===== config.mk =====
export PLATFORM = sky130hd
export DESIGN_NAME = uart_sample_tx
export DESIGN_NICKNAME = d
export VERILOG_FILES = /design/src/rtl/uart_sample_tx.sv
export SDC_FILE = /design/constraint.sdc
export NUM_CORES = 1
export LEC_CHECK = 0
export ABC_CLOCK_PERIOD_IN_PS = 3220
export BUFFER_PORTS_ARGS = -buffer_cell sky130_fd_sc_hd__clkbuf_2
export CORE_MARGIN = 5
export CORE_UTILIZATION = 32
export DETAILED_ROUTE_END_ITERATION = 10
export PLACE_DENSITY = 0.59
export SYNTH_ARGS = -nofsm -noshare
export SYNTH_HDL_FRONTEND = slang
export SYNTH_SLANG_ARGS = --single-unit
export TNS_END_PERCENT = 1

===== constraint.sdc =====
create_clock -name clk_25mhz -period 3.22 [get_ports clk_25mhz]
set_input_delay 0.483 -clock clk_25mhz [delete_from_list [all_inputs] [get_ports clk_25mhz]]
set_output_delay 0.483 -clock clk_25mhz [all_outputs]
set_load 0.01 [all_outputs]

===== src/rtl/uart_sample_tx.sv =====
`default_nettype none
// ============================================================================
// Module   : uart_sample_tx
// Purpose  : Sends 16-bit debug samples as 8N1 UART bytes, high byte first.
//            A sweep's first sample is preceded by SYNC_BYTE.
// Revision : 1.0 - initial release
// ============================================================================
module uart_sample_tx #(
  parameter int         CLKS_PER_BIT = 217,
  parameter logic [7:0] SYNC_BYTE    = 8'hA5
) (
  input  logic        clk_25mhz,
  input  logic        rst_in,
  input  logic [15:0] sample_in,
  input  logic        first_in,
  input  logic        sample_valid_in,
  output logic        sample_ready_out,
  output logic        busy_out,
  output logic        uart_tx
);

  localparam int                  c_BAUD_W   = (CLKS_PER_BIT > 1) ? $clog2(CLKS_PER_BIT) : 1;
  localparam logic [c_BAUD_W-1:0] c_BAUD_MAX = c_BAUD_W'(CLKS_PER_BIT - 1);

  typedef enum logic [1:0] {
    S_IDLE  = 2'd0,
    S_START = 2'd1,
    S_DATA  = 2'd2,
    S_STOP  = 2'd3
  } state_t;

  state_t              r_state,    w_state_next;
  logic [c_BAUD_W-1:0] r_baud,     w_baud_next;
  logic [2:0]          r_bit,      w_bit_next;
  logic [1:0]          r_byte_idx, w_byte_idx_next;
  logic [1:0]          r_last_idx, w_last_idx_next;
  logic [23:0]         r_bytes,    w_bytes_next;
  logic                r_tx,       w_tx_next;
  logic                w_accept;
  logic                w_wrap;
  logic [7:0]          w_cur_byte;

  assign sample_ready_out = (r_state == S_IDLE) && !rst_in;
  assign busy_out         = (r_state != S_IDLE);
  assign uart_tx          = r_tx;
  assign w_accept         = sample_valid_in && sample_ready_out;
  assign w_wrap           = (r_baud == c_BAUD_MAX);

  always_ff @(posedge clk_25mhz) begin
    if (rst_in) begin
      r_state    <= S_IDLE;
      r_baud     <= '0;
      r_bit      <= '0;
      r_byte_idx <= '0;
      r_last_idx <= '0;
      r_bytes    <= '0;
      r_tx       <= 1'b1;
    end else begin
      r_state    <= w_state_next;
      r_baud     <= w_baud_next;
      r_bit      <= w_bit_next;
      r_byte_idx <= w_byte_idx_next;
      r_last_idx <= w_last_idx_next;
      r_bytes    <= w_bytes_next;
      r_tx       <= w_tx_next;
    end
  end

  // Byte queue packed MSB-first: slot 0 is [23:16]; non-sync frames use slots 0..1.
  always_comb begin
    w_state_next    = r_state;
    w_baud_next     = r_baud;
    w_bit_next      = r_bit;
    w_byte_idx_next = r_byte_idx;
    w_last_idx_next = r_last_idx;
    w_bytes_next    = r_bytes;

    if (r_state != S_IDLE) begin
      w_baud_next = w_wrap ? '0 : r_baud + 1'b1;
    end

    case (r_state)
      S_IDLE: begin
        if (w_accept) begin
          w_state_next    = S_START;
          w_baud_next     = '0;
          w_bit_next      = '0;
          w_byte_idx_next = '0;
          if (first_in) begin
            w_bytes_next    = {SYNC_BYTE, sample_in};
            w_last_idx_next = 2'd2;
          end else begin
            w_bytes_next    = {sample_in, 8'h00};
            w_last_idx_next = 2'd1;
          end
        end
      end
      S_START: begin
        if (w_wrap) begin
          w_state_next = S_DATA;
          w_bit_next   = '0;
        end
      end
      S_DATA: begin
        if (w_wrap) begin
          w_bit_next = r_bit + 3'd1;
          if (r_bit == 3'd7) begin
            w_state_next = S_STOP;
          end
        end
      end
      S_STOP: begin
        if (w_wrap) begin
          if (r_byte_idx == r_last_idx) begin
            w_state_next = S_IDLE;
          end else begin
            w_state_next    = S_START;
            w_byte_idx_next = r_byte_idx + 2'd1;
          end
        end
      end
      default: w_state_next = S_IDLE;
    endcase
  end

  // Line level is derived from the next state so the register holds the
  // start bit in the very cycle after the accepting edge.
  always_comb begin
    w_cur_byte = r_bytes[7:0];
    case (w_byte_idx_next)
      2'd0:    w_cur_byte = r_bytes[23:16];
      2'd1:    w_cur_byte = r_bytes[15:8];
      default: w_cur_byte = r_bytes[7:0];
    endcase

    w_tx_next = 1'b1;
    case (w_state_next)
      S_START: w_tx_next = 1'b0;
      S_DATA:  w_tx_next = w_cur_byte[w_bit_next];
      default: w_tx_next = 1'b1;
    endcase
  end

endmodule
`default_nettype wire


== Yosys cells after proc, flatten, opt, wreduce, memory -nomap -nowiden ==
Cells that the tools add are included.
Storage, ports and cells
  output and inout bits: 3
  register bits after elaboration: 42
  bits of input ports: 20
  word-level logic and storage cells: 52
Operators by class
  reduce and logical (&&, ||, !) cells: 7
  magnitude comparators: 1
  eq/ne operators: 9
  $add $sub $neg: 3
  multiplexer cells: 25
Operators by type and width (number)
  2-to-1 mux 8 bit: 4
  2-to-1 mux 24 bit: 1
  2-to-1 mux 2 bit: 9
  one-hot mux 8 bit (2 select lines): 1
  2-to-1 mux 3 bit: 3
  one-hot mux 3 bit (3 select lines): 1
  adder 8 x 1 -> 8 bit, second input constant: 1
  equality test 8 bit, second input constant: 1
  one-hot mux 2 bit (4 select lines): 1
  equality test 2 x 1 -> 1 bit, second input constant: 3
  equality test 2 bit, second input constant: 3
  zero test 2 bit: 2
  < comparator 3 x 4 -> 1 bit, second input constant: 1
  one-hot mux 2 bit (2 select lines): 1
  adder 3 x 1 -> 3 bit, second input constant: 1
  binary-select mux 1 bit (select 3 bit): 1
  equality test 3 bit, second input constant: 1
  adder 2 x 1 -> 2 bit, second input constant: 1
  equality test 2 bit: 1
  logical AND 1 bit: 2
  2-to-1 mux 1 bit: 2
  one-hot mux 1 bit (2 select lines): 1
  AND reduction 2 bit: 1
  nonzero test 2 bit: 1
  zero test 1 bit: 1

== Longest topological paths before layout ==
  depth in word-level cells: 10
  depth in mapped cells: 16
  depth with buffers taken out: 14

== Worst setup path after synthesis ==
OpenSTA, ideal clock, no wires.
  path type: flip-flop to flip-flop
  from: register r_baud[0]
  to: register r_tx, in the netlist uart_tx
  path slack: 0.524 ns
  stages on the path, launching flop included: 17
  required time: 3.104 ns
  arrival time: 2.580 ns
  buffers on the path: 2
  path through: dfxtp_1 inv_1 ha_1 and3b_1 and2_1 buf_6 inv_4 ha_1 inv_1 a22oi_1 o22a_1 buf_4 mux2i_1 mux2_2 a21oi_1 or3_1 o211a_1
Between the ends
  cells in the longest elaborated chain, start to end: 8
  elaborated cells on any way between the ends: 18
  classes of those cells: eq/ne (4); mux (13); reduce/logical (1)
RTL lines
  start, declared: line 33  | logic [c_BAUD_W-1:0] r_baud, w_baud_next;
  start signal, assigned: line 60  | r_baud <= w_baud_next;
  equality test 8 bit *: line 47  | assign w_wrap = (r_baud == c_BAUD_MAX);
  2-to-1 mux 2 bit: line 113  | if (w_wrap) begin
  one-hot mux 2 bit (2 select lines): line 82  | case (r_state)
  equality test 2 x 1 -> 1 bit / zero test 2 bit (equally long branches): line 130  | case (w_byte_idx_next)
  one-hot mux 8 bit (2 select lines): line 130
  binary-select mux 1 bit (select 3 bit): line 139  | S_DATA: w_tx_next = w_cur_byte[w_bit_next];
  2-to-1 mux 1 bit (implied by the code): line 139
  one-hot mux 1 bit (2 select lines) *: line 137  | case (w_state_next)
  end signal, assigned: line 65  | r_tx <= w_tx_next;
  end, declared: line 38  | logic r_tx, w_tx_next;
Mark *: on every way between the ends. The rest lies on a longest branch, timed or not. The select of a mux whose other input is x is not followed.
A chain may end at the register's enable or synchronous reset.

== Worst setup path in the final report ==
Same ends and word-level chain as after synthesis.

==> summary.md <==
| Metric | Value |
|---|---|
| Int Pwr | 0.775 mW |
| Final std cells w/o fill | 385 |
| Deepest clock path buffer count | 2 |
| Routed len/inst | 12.7 um |
| Clock input transition at the sequential cells of the worst setup and hold paths | 0.08 ns |
| Beginning of the critical path | r_baud[0]$_SDFF_PP0_ |
| Sequential fraction of the synthesis area | 0.366 |
| Register-to-register setup slack | 0.35 ns |
| Number of nets produced by synthesis | 302 |
| Top fanout value on the critical path | 8 |
| Core area | 6910 um^2 |
| Utilization after layout | 0.373 |
| Peak supply drop | 233 uV |
| Pre-antenna DRT Iters | 4 |
| Cell count after synthesis | 272 |
| Tightest Hold Check Type | input pin to flop |
| Initial antenna violation count | 0 |
| Crit Path Category | flop to flop |
| Layout cells sized above 1 | 0.152 |
| Crit-path cells | inv_1 > ha_1 > and3b_1 > and2_2 > inv_4 > ha_1 > inv_1 > a22oi_1 > o22a_1 > mux2_2 > o21ai_0 > a21oi_1 > or3_1 > o211a_1 |
| Maximum number of pins on one net before global-route repair | 38 |
| Sequential cell fraction of total power | 0.534 |
| Count of flip-flops with a built-in enable after synthesis | 0 |
| Inserted Diodes | 0 |
| Hold-critical path endpoint | r_bytes[16]$_SDFFE_PP0P_ |
| Via count of the routed design | 1903 |
| First-pass GRT wire length | 8560 um |
| Normalized max-slew margin | 0.480 |
| Tcrit/Tclk final | 0.891 |
| Die Width | 94.8 um |
| Via count of the first global-routing pass | 1885 |
| Number of warnings issued by yosys | 0 |
| Critical path arrival | 3.06 ns |
| Average size of a mapped cell | 8.45 um^2 |
| Post-synth top area share | 0.366 |
| Post-synth cell types | 47 |
| Most used DFF post-synth | dfxtp_1 |
| Post-DP HPWL | 3570 um |
| Clock tree root driver cell | clkbuf_8 |
| Sum Neg Setup Slack | 0 ns |
| Number of buffers added by the clock tree synthesis step | 5 |
| Fin nets | 318 |
| Die span in y | 94.8 um |
| Worst hold path cell count | 3 |
| Total power | 1.05 mW |
| Crit-path max cell delay | 0.38 ns |
| Hold path startpoint | sample_in[8] |
| Depth of the worst register-to-register path | 14 |
| Post-synth design cell area | 2300 um^2 |
| Data required time at the worst endpoint | 3.41 ns |
| Cell Rows | 30 |
| Worst setup EP type | flop |
| Outcome | completed |
| Num ports | 23 |
| Most common cell after layout, fill and taps aside | dfxtp_1 |
| Max cap viols | 0 |
| Share of synthesized flip-flops with an asynchronous set or reset | 0 |
| Endpoint of the lowest-slack register-to-register path | uart_tx$_SDFF_PP1_ |
| Clock latency of the later-clocked register in the worst-skew pair | 0.29 ns |
| Final setup skew | 0.00806 ns |
| Final Hold Violating Endpoints | 0 |
| Routability Congestion | 0.833 |
| Global-route usage over all layers | 0.118 |
| Startpoint class of the critical path | flop |
| CP max-delay cell | or3_1 |
| Clock tree from TritonCTS | yes |
| Area growth from synthesis to layout | 12.1% |
| RSZ-0062 raised after global routing | false |
| WL final | 4900 um |
| DRC violations left | 0 |
| Most used cells in the layout excluding fill and tap cells | dfxtp_1 (42), nor2_1 (29), o21ai_0 (26) |
| Remaining Overflow, GRT | 0 |
| Fill cell total of the finished layout | 715 |
| Clk network pwr share | 0.340 |
| Achievable frequency | 0.348 GHz |
| Number of nets still failing antenna checks after routing | 0 |
| Max-slew violations | 0 |
| Fraction of power consumed by combinational cells | 0.126 |
| Switching power | 0.275 mW |
| Post-route worst hold slack | 0.414 ns |
| Number of setup buffers added after CTS | 0 |
| Top post-synthesis cells by area | dfxtp_1 (37%), mux2i_1 (6.1%), o21ai_0 (5.7%) |
| Starting density of the core | 0.333 |
| DRC violation total after the first TritonRoute iteration | 73 |
| Slew at the pin closest to its max-slew limit | 0.772 ns |
| Clock H-tree levels | 2 |
| Total Die Area | 8980 um^2 |
| Number of placed instances with taps included | 377 |
| Vias per std cell | 4.94 |
| Cell area power density | 408 nW/um^2 |
| Sink count of the clock tree | 42 |
| Cell accounting for the most synthesized area | dfxtp_1 |
| Setup violation total in the final timing report | 0 |
| Reg-to-reg critical path startpoint | r_baud[0]$_SDFF_PP0_ |
| Final critical delay including setup and external delays | 2.87 ns |
| Total of flip-flops plus latches after synthesis | 42 |
| Count of input and output buffers | 22 |
| Static Leak | 1.04 nW |
| Switching share of total power | 0.262 |
-- per-layer routing --
layer  share of wire  routed length (um)  vias to the layer above  GRT usage
met4          0.0071                  35                        0     0.0397
met5               0                   0                        -          0
met1            0.52                2540                      860      0.161
met3           0.040                 197                        4     0.0223
li1                -                   -                     1003          -
met2            0.43                2130                       36      0.185
-- synth_stat cells, types with 2 or more instances --
library cell and number:
a211oi_1 10, a21o_1 2, a21oi_1 10, a22oi_1 3, and2_1 2, and3_1 4
and3b_1 2, buf_1 3, buf_4 2, clkbuf_1 11, dfxtp_1 42, ha_1 10
inv_1 10, mux2_2 3, mux2i_1 14, nand2_1 9, nand2b_1 18, nand3_1 10
nand3b_1 4, nand4_1 3, nor2_1 29, nor2b_1 5, nor3_1 3, nor4_1 3
o211ai_1 2, o21ai_0 26, o22a_1 2, or3_1 7, xnor2_1 3, xor2_1 3
-- state kept, by name (all words and copies together) (netlist names) --
| name | flops |
|---|---|
| r_baud | 8 |
| r_bit | 3 |
| r_byte_idx | 2 |
| r_bytes | 24 |
| r_last_idx | 2 |
| r_state | 2 |
| uart_tx | 1 |
-- what timing repair did --
action / CTS / global route
endpoints found under the setup margin: 0 / 1
gates resized for setup: 0 / 1
hold endpoints to repair: 0 / 0
hold buffers: 0 / 0
-- final cells by class --
class	instances	area, um^2	area share
repair buffers	26	140	0.0544
well taps	96	120	0.0466
clock inverters	2	12.5	0.00486
flip-flops and latches	42	841	0.326
multi-input cells	202	1340	0.519
clock buffers	6	82.6	0.0321
inverters	11	43.8	0.0170
-- how the worst max path moves through the flow --
stage	depth (start not counted)	slack [ns]	to
4_1_cts	14	0.23	uart_tx$_SDFF_PP1_
5_1_grt	14	0.07	uart_tx$_SDFF_PP1_
3_5_place_dp	14	0.26	uart_tx$_SDFF_PP1_
2_1_floorplan	16	0.52	uart_tx$_SDFF_PP1_
3_3_place_gp	14	0.34	uart_tx$_SDFF_PP1_
6_report	14	0.35	uart_tx$_SDFF_PP1_
-- worst max-delay path, delay by kind of cell (launching register included) --
kind                     cells  cell delay [ns]
buffers and inverters        3             0.15
adder cells (fa/ha/maj)      2             0.42
flip-flops                   1             0.35
multiplexers                 1             0.35
AO/OA/AOI/OAI                5             0.70
AND/OR/NAND/NOR              3             0.80
-- power groups by stage --
stage / sequential [mW] / combinational, mW / clock, mW
6_report: 0.561 / 0.132 / 0.357
3_5_place_dp: 0.573 / 0.132 / 0
2_1_floorplan: 0.568 / 0.0947 / 0
4_1_cts: 0.561 / 0.133 / 0.369
3_3_place_gp: 0.573 / 0.132 / 0
5_1_grt: 0.564 / 0.151 / 0.387
-- stage by stage --
step	worst slack, ns	area (um^2)
after global placement	0.336	2480
after detailed placement	0.256	2480
after global routing	0.0687	2580
after CTS	0.233	2570
final	0.349	2580
after floorplan	0.524	2300
-- cells by family after synthesis --
kind of cell,count (synthesis),share of synthesized area
buf+inv,28,0.0533
flops,42,0.366
compound gates,68,0.195
simple gates,101,0.232
xor+xnor,6,0.0229
fa+ha+maj,10,0.0544
mux,17,0.0757
(Power assumes the default switching activity.)
